<file path="config.mk">
export PLATFORM = sky130hd
export DESIGN_NAME = instr_decode_stage
export DESIGN_NICKNAME = d
export VERILOG_FILES = /design/src/rtl/instr_decode_stage.sv
export SDC_FILE = /design/constraint.sdc
export NUM_CORES = 1
export LEC_CHECK = 0
export CORE_MARGIN = 2
export CORE_UTILIZATION = 44
export CTS_CLUSTER_DIAMETER = 120
export DETAILED_ROUTE_END_ITERATION = 10
export PLACE_DENSITY = 0.85
export SYNTH_ARGS = -nofsm -noshare
export SYNTH_HDL_FRONTEND = slang
export SYNTH_SLANG_ARGS = --single-unit
</file>
<file path="constraint.sdc">
create_clock -name clk -period 2.2 [get_ports clk]
set_clock_uncertainty 0.05 [all_clocks]
set_input_delay 0.33 -clock clk [delete_from_list [all_inputs] [get_ports clk]]
set_output_delay 0.33 -clock clk [all_outputs]
set_load 0.1 [all_outputs]
</file>
<file path="src/rtl/instr_decode_stage.sv">
// Purpose : registered ARM-subset decode stage; evaluates condition codes against NZCV and drives ALU control.
// Latency : 1 cycle from accept to out_valid; condition-failed instructions are consumed and emit nothing.
// Backpr. : single-entry output register; in_ready = !out_valid || out_ready, outputs hold while stalled.
//
// Ports:
//   clk, rst_n                 clock (rising edge), async active-low reset
//   in_valid/in_ready/instr    instruction handshake and 32-bit instruction word
//   flush                      synchronous flush: drops the held entry, blocks capture this cycle
//   flag_we/flag_in            NZCV write-back from ALU cpsr[31:28] as {N,Z,C,V}
//   out_valid/out_ready        decoded-entry handshake
//   alu_ctl, cpsr_en           ALU operation code and flag-update enable
//   rn, rd, rm, imm            register indices and decoded immediate
//   illegal                    entry is undecodable (still emitted so downstream can trap)
//   nzcv                       current flag register
//   dec_count, squash_count    only with DECODE_STATS_EN: emitted / condition-squashed counts
//
// Optional feature macro: DECODE_STATS_EN

module instr_decode_stage #(
   parameter int CTL_W       = 11,
   parameter int ILLEGAL_CTL = 127
) (
   input  logic             clk,
   input  logic             rst_n,
   input  logic             in_valid,
   output logic             in_ready,
   input  logic [31:0]      instr,
   input  logic             flush,
   input  logic             flag_we,
   input  logic [3:0]       flag_in,
   output logic             out_valid,
   input  logic             out_ready,
   output logic [CTL_W-1:0] alu_ctl,
   output logic             cpsr_en,
   output logic [3:0]       rn,
   output logic [3:0]       rd,
   output logic [3:0]       rm,
   output logic [31:0]      imm,
   output logic             illegal,
   output logic [3:0]       nzcv
`ifdef DECODE_STATS_EN
   ,
   output logic [15:0]      dec_count,
   output logic [15:0]      squash_count
`endif
);

   localparam logic [CTL_W-1:0] CTL_ADD  = CTL_W'(0);
   localparam logic [CTL_W-1:0] CTL_ADDI = CTL_W'(1);
   localparam logic [CTL_W-1:0] CTL_SUB  = CTL_W'(2);
   localparam logic [CTL_W-1:0] CTL_AND  = CTL_W'(3);
   localparam logic [CTL_W-1:0] CTL_ORR  = CTL_W'(4);
   localparam logic [CTL_W-1:0] CTL_EOR  = CTL_W'(5);
   localparam logic [CTL_W-1:0] CTL_MOV  = CTL_W'(6);
   localparam logic [CTL_W-1:0] CTL_MVN  = CTL_W'(7);
   localparam logic [CTL_W-1:0] CTL_CMP  = CTL_W'(8);
   localparam logic [CTL_W-1:0] CTL_TST  = CTL_W'(9);
   localparam logic [CTL_W-1:0] CTL_TEQ  = CTL_W'(10);
   localparam logic [CTL_W-1:0] CTL_BIC  = CTL_W'(11);
   localparam logic [CTL_W-1:0] CTL_B    = CTL_W'(31);
   localparam logic [CTL_W-1:0] CTL_BL   = CTL_W'(32);
   localparam logic [CTL_W-1:0] CTL_LDR  = CTL_W'(41);
   localparam logic [CTL_W-1:0] CTL_STR  = CTL_W'(42);
   localparam logic [CTL_W-1:0] CTL_ILL  = CTL_W'(ILLEGAL_CTL);

   // Condition check on {N,Z,C,V}.
   function automatic logic cond_ok(input logic [3:0] cond, input logic [3:0] f);
      logic n, z, c, v;
      n = f[3];
      z = f[2];
      c = f[1];
      v = f[0];
      case (cond)
         4'h0:    cond_ok = z;
         4'h1:    cond_ok = !z;
         4'h2:    cond_ok = c;
         4'h3:    cond_ok = !c;
         4'h4:    cond_ok = n;
         4'h5:    cond_ok = !n;
         4'h6:    cond_ok = v;
         4'h7:    cond_ok = !v;
         4'h8:    cond_ok = c && !z;
         4'h9:    cond_ok = !c || z;
         4'hA:    cond_ok = (n == v);
         4'hB:    cond_ok = (n != v);
         4'hC:    cond_ok = !z && (n == v);
         4'hD:    cond_ok = z || (n != v);
         4'hE:    cond_ok = 1'b1;
         default: cond_ok = 1'b0;
      endcase
   endfunction

   logic             accept;
   logic             cond_pass;
   logic             capture;
   logic [3:0]       eval_flags;

   logic [CTL_W-1:0] d_ctl;
   logic             d_cpsr;
   logic [3:0]       d_rn;
   logic [3:0]       d_rd;
   logic [3:0]       d_rm;
   logic [31:0]      d_imm;
   logic             d_ill;
   logic [31:0]      imm8_ext;
   logic [4:0]       rot_amt;

   assign in_ready   = !out_valid || out_ready;
   assign accept     = in_valid && in_ready;
   // Forward a same-cycle flag write so a conditional instruction right behind a
   // flag-setting one sees the fresh flags.
   assign eval_flags = flag_we ? flag_in : nzcv;
   assign cond_pass  = cond_ok(instr[31:28], eval_flags);
   assign capture    = accept && cond_pass && !flush;

   assign imm8_ext   = {24'd0, instr[7:0]};
   assign rot_amt    = {instr[11:8], 1'b0};

   always_comb begin
      d_ctl  = CTL_ILL;
      d_cpsr = 1'b0;
      d_rn   = 4'd0;
      d_rd   = 4'd0;
      d_rm   = 4'd0;
      d_imm  = 32'd0;
      d_ill  = 1'b1;

      if (instr[27:26] == 2'b00) begin
         // Data processing.
         d_rn  = instr[19:16];
         d_rd  = instr[15:12];
         d_rm  = instr[3:0];
         d_ill = 1'b0;
         if (instr[25]) begin
            // Shift by 32 yields 0, so rot_amt == 0 leaves imm8 unchanged.
            d_imm = (imm8_ext >> rot_amt) | (imm8_ext << (6'd32 - {1'b0, rot_amt}));
         end
         case (instr[24:21])
            4'b0000: d_ctl = CTL_AND;
            4'b0001: d_ctl = CTL_EOR;
            4'b0010: d_ctl = CTL_SUB;
            4'b0100: d_ctl = instr[25] ? CTL_ADDI : CTL_ADD;
            4'b1000: d_ctl = CTL_TST;
            4'b1001: d_ctl = CTL_TEQ;
            4'b1010: d_ctl = CTL_CMP;
            4'b1100: d_ctl = CTL_ORR;
            4'b1101: d_ctl = CTL_MOV;
            4'b1110: d_ctl = CTL_BIC;
            4'b1111: d_ctl = CTL_MVN;
            default: begin
               d_ctl = CTL_ILL;
               d_ill = 1'b1;
            end
         endcase
         // Compare/test ops exist only to set flags, so they always update.
         if (!d_ill) begin
            d_cpsr = instr[20] || (instr[24:23] == 2'b10);
         end
      end else if (instr[27:26] == 2'b01) begin
         // Load / store with 12-bit unsigned offset.
         d_ctl = instr[20] ? CTL_LDR : CTL_STR;
         d_rn  = instr[19:16];
         d_rd  = instr[15:12];
         d_imm = {20'd0, instr[11:0]};
         d_ill = 1'b0;
      end else if (instr[27:25] == 3'b101) begin
         // Branch: word offset becomes a byte offset.
         d_ctl = instr[24] ? CTL_BL : CTL_B;
         d_rd  = instr[24] ? 4'd14 : 4'd0;
         d_imm = {{6{instr[23]}}, instr[23:0], 2'b00};
         d_ill = 1'b0;
      end
   end

   always_ff @(posedge clk or negedge rst_n) begin
      if (!rst_n) begin
         out_valid <= 1'b0;
         nzcv      <= 4'd0;
         alu_ctl   <= '0;
         cpsr_en   <= 1'b0;
         rn        <= 4'd0;
         rd        <= 4'd0;
         rm        <= 4'd0;
         imm       <= 32'd0;
         illegal   <= 1'b0;
      end else begin
         if (flag_we) begin
            nzcv <= flag_in;
         end

         if (flush) begin
            out_valid <= 1'b0;
         end else if (accept) begin
            // A squashed accept also retires the old entry, since in_ready
            // implies it was either empty or consumed this cycle.
            out_valid <= cond_pass;
         end else if (out_ready) begin
            out_valid <= 1'b0;
         end

         // Payload only moves on capture, so it is stable while stalled.
         if (capture) begin
            alu_ctl <= d_ctl;
            cpsr_en <= d_cpsr;
            rn      <= d_rn;
            rd      <= d_rd;
            rm      <= d_rm;
            imm     <= d_imm;
            illegal <= d_ill;
         end
      end
   end

`ifdef DECODE_STATS_EN
   // Counters wrap naturally and are deliberately untouched by flush.
   always_ff @(posedge clk or negedge rst_n) begin
      if (!rst_n) begin
         dec_count    <= 16'd0;
         squash_count <= 16'd0;
      end else begin
         if (capture) begin
            dec_count <= dec_count + 16'd1;
         end
         if (accept && !cond_pass && !flush) begin
            squash_count <= squash_count + 16'd1;
         end
      end
   end
`endif

endmodule

</file>
==> impl_metrics.yaml <==
final_layout:
  design_area_um2: 5740
  final_cell_count_no_fill: 680
  nNetsFinal: 610
  diodes: 0
  utilization: 0.665
  syn_to_final_growth_pct: 47.6
  drive_gt1_frac: 0.397
floorplanning:
  core_um2: 8640
  die-area_um2: 9610
  initial_core_util: 0.451
  num_rows: 34
  die_w_um: 98.0
  die_h_um: 98.0
  io-pin-count: 105
placed_design:
  gp_congestion: 0.903
  pre_cts_ws_ps: -755
  placed_area_um2: 5300
  dpl.cell_count: 656
  dp.final_hpwl_um: 8850
  io_buffers: 100
yosys:
  synth-edff-count: 0
  synth_ff_type: "dfrtp_1"
  synth_seq_area_share: 0.373
  synthCells: 408
  ys_seq_elements: 58
  synthDistinctLibCells: 53
  netlist_top_cells_count: "dfrtp_1, nand2_1, mux2_4"
  synth_area_per_cell_um2: 9.54
  async_reset_ff_frac: 1.00
  ys_top_cells_by_area: "dfrtp_1, mux2_4, mux2i_1, nand2_1, a21oi_1"
  netlist_area_um2: 3890
  ys_warn_count: 0
  yosysTopAreaCell: "dfrtp_1"
  synth.most_common_cell: "dfrtp_1"
  synth.top_cell.area_share: 0.373
grt:
  grt_pass1_wl_um: 19900
  grt.total_usage: 0.261
  grt_max_degree: 33
  grt_pass1_vias: 3838
  antenna_found_initial: 0
  grt_remaining_overflow: 0
sta:
  fin_ws_ps: -199
  period_needed_ps: 2400
  maxSlewHeadroom: 0.565
  finalCritPeriodShare: 1.09
  setup_viol: 53
  fin_tns_setup_ps: -6740
  rsz0062_at_grt: "true"
  fmax_mhz: 417
  maxSlewViolCount: 0
  finalHoldViolations: 0
  worst_pin_slew_ps: 652
route:
  wl_per_cell_um: 18.8
  via_per_inst: 5.66
  postRouteAntennaNets: 0
  drt-total-wl_um: 12800
  vias: 3849
  initialDrtViolationCount: 292
  drc: 0
  drtPass1Iterations: 7
cts:
  root_buffer: "clkbuf_8"
  cts.sinks: 58
  clock_path_buffers: 2
  cts_tree: "yes"
  clkSlewWorstSetupHoldPaths_ps: 70
  clkLatencyLatePin_ps: 340
  htreeDepth: 3
  cts_buffers: 9
critical_path:
  cp.buffers_inverters: 2
  crit_required_ps: 2380
  path_class: "reg2reg"
  cp_top_family: "multiplexers"
  slowest_stage: "mux4_2"
  cp_max_fo: 9
  start_kind: "register"
  cp_data_arrival_time_ps: 2580
  crit_chain: "mux4_2 > xnor2_2 > nand2b_1 > a211oi_2 > a21oi_4 > buf_6 > buf_12 > mux2_4"
  slowest_delay_ps: 540
  crit_path_end_kind: "register"
worst_hold_path:
  hp-class: "in2reg"
job:
  cap_violations: 0
pwr:
  peakVddDrop_uv: 582
  leakage_nw: 2.65
  powerDensity_nw_per_um2: 952
run_status:
  violations: "negative setup slack"
  outcome: "finished, violations left"
-- path summary, 6_finish.rpt --
kind,start,end,slack (ps),cells past startpoint
worst max-delay path,nzcv[1]$_DFF_PN0_,imm[5]$_DFFE_PN0P_,-200,8
worst min-delay path,flag_we,nzcv[2]$_DFF_PN0_,410,2
worst max register to register,nzcv[1]$_DFF_PN0_,imm[5]$_DFFE_PN0P_,-200,8
worst min register to register,imm[15]$_DFFE_PN0P_,imm[15]$_DFFE_PN0P_,470,1
max in group asynchronous,rst_n,rn[2]$_DFFE_PN0P_,990,3
min in group asynchronous,rst_n,alu_ctl[4]$_DFFE_PN0P_,510,2
-- final cells by class --
class / count / area [µm²]
well taps: 108 / 135
multi-input cells: 290 / 2270
repair buffers: 179 / 1590
clock buffers: 9 / 124
flip-flops and latches: 58 / 1460
inverters: 29 / 109
fillers: 673 / 2890
clock inverters: 7 / 46.3
-- cells in the final DEF, fill, tap and decap left out, types with 3 or more instances in the layout --
| cell | synthesis | final |
|---|---|---|
| a31oi_1 | 5 | 4 |
| buf_16 | 0 | 4 |
| clkdlybuf4s50_1 | 0 | 38 |
| mux2i_1 | 28 | 26 |
| dfrtp_2 | 0 | 3 |
| nor3_1 | 5 | 4 |
| clkinvlp_4 | 0 | 3 |
| dfrtp_1 | 58 | 53 |
| a21oi_1 | 25 | 23 |
| xnor2_2 | 0 | 3 |
| mux2_4 | 32 | 32 |
| clkbuf_8 | 0 | 9 |
| buf_12 | 0 | 4 |
| o22ai_1 | 4 | 3 |
| nand2b_1 | 8 | 7 |
| nor2_1 | 24 | 24 |
| o211ai_1 | 5 | 5 |
| xnor2_1 | 6 | 3 |
| buf_6 | 5 | 5 |
| mux2_2 | 10 | 10 |
| a221o_1 | 4 | 4 |
| a22o_1 | 5 | 5 |
| buf_4 | 5 | 124 |
| clkinv_2 | 0 | 3 |
| nand2_1 | 42 | 42 |
| a222oi_1 | 7 | 7 |
| nand3_1 | 11 | 11 |
| or2_2 | 3 | 3 |
| o21ai_0 | 23 | 22 |
| nor2b_1 | 9 | 9 |
| conb_1 | 1 | 4 |
| inv_1 | 29 | 27 |
-- power breakdown --
group          leakage [nW]  internal (mW)  switching [mW]  total (mW)
Sequential            0.746           1.30           0.161        1.46
Combinational          1.82          0.852            2.28        3.14
Clock                0.0810          0.403           0.471       0.874
-- worst register-to-register path: stages, from the launching register on --
cell      delay, ps
dfrtp_4         490
mux4_2          540
xnor2_2         150
nand2b_1         90
a211oi_2        260
a21oi_4         110
buf_6           150
buf_12          150
mux2_4          310
-- cells by family (layout without fill, tap and decap cells) --
logic type | after synthesis | after routing | share of synthesized area
xor gates and xnor gates | 7 | 7 | 0.0158
muxes | 71 | 71 | 0.230
AOI/OAI and AO/OA | 95 | 95 | 0.166
adders and majority gates | 1 | 1 | 0.00321
other | 1 | 4 | 0.000964
DFF | 58 | 58 | 0.373
and+or+nand+nor | 112 | 112 | 0.135
buffers and inverters | 63 | 224 | 0.0759
-- per-layer routing --
layer  wire length (µm)  GRT usage
met1               5150      0.338
met2               6370      0.428
met3                903     0.0551
met4                371      0.100
met5                  0          0
-- state kept, by name, indices dropped and copies added (netlist names) --
| name | cells |
|---|---|
| rd | 4 |
| illegal | 1 |
| rn | 4 |
| alu_ctl | 7 |
| out_valid | 1 |
| nzcv | 4 |
| cpsr_en | 1 |
| imm | 32 |
| rm | 4 |
-- per-stage QoR --
stage	hold WS (ps)	total power, mW
final	415	5.47
after global routing	424	5.65
after CTS	473	5.43
after detailed placement	346	4.50
after global placement	330	4.45
after floorplan	-15.6	3.73
-- what timing repair did --
| item | 4_1_cts | 5_1_grt |
|---|---|---|
| gates cloned | 4 | 0 |
| setup buffers | 5 | 0 |
| setup endpoints to repair | 54 | 54 |
| hold endpoints to repair | 26 | 0 |
| resized for setup | 12 | 22 |
| hold buffers | 1 | 0 |
| pin swaps | 3 | 3 |
(Power assumes the default switching activity.)
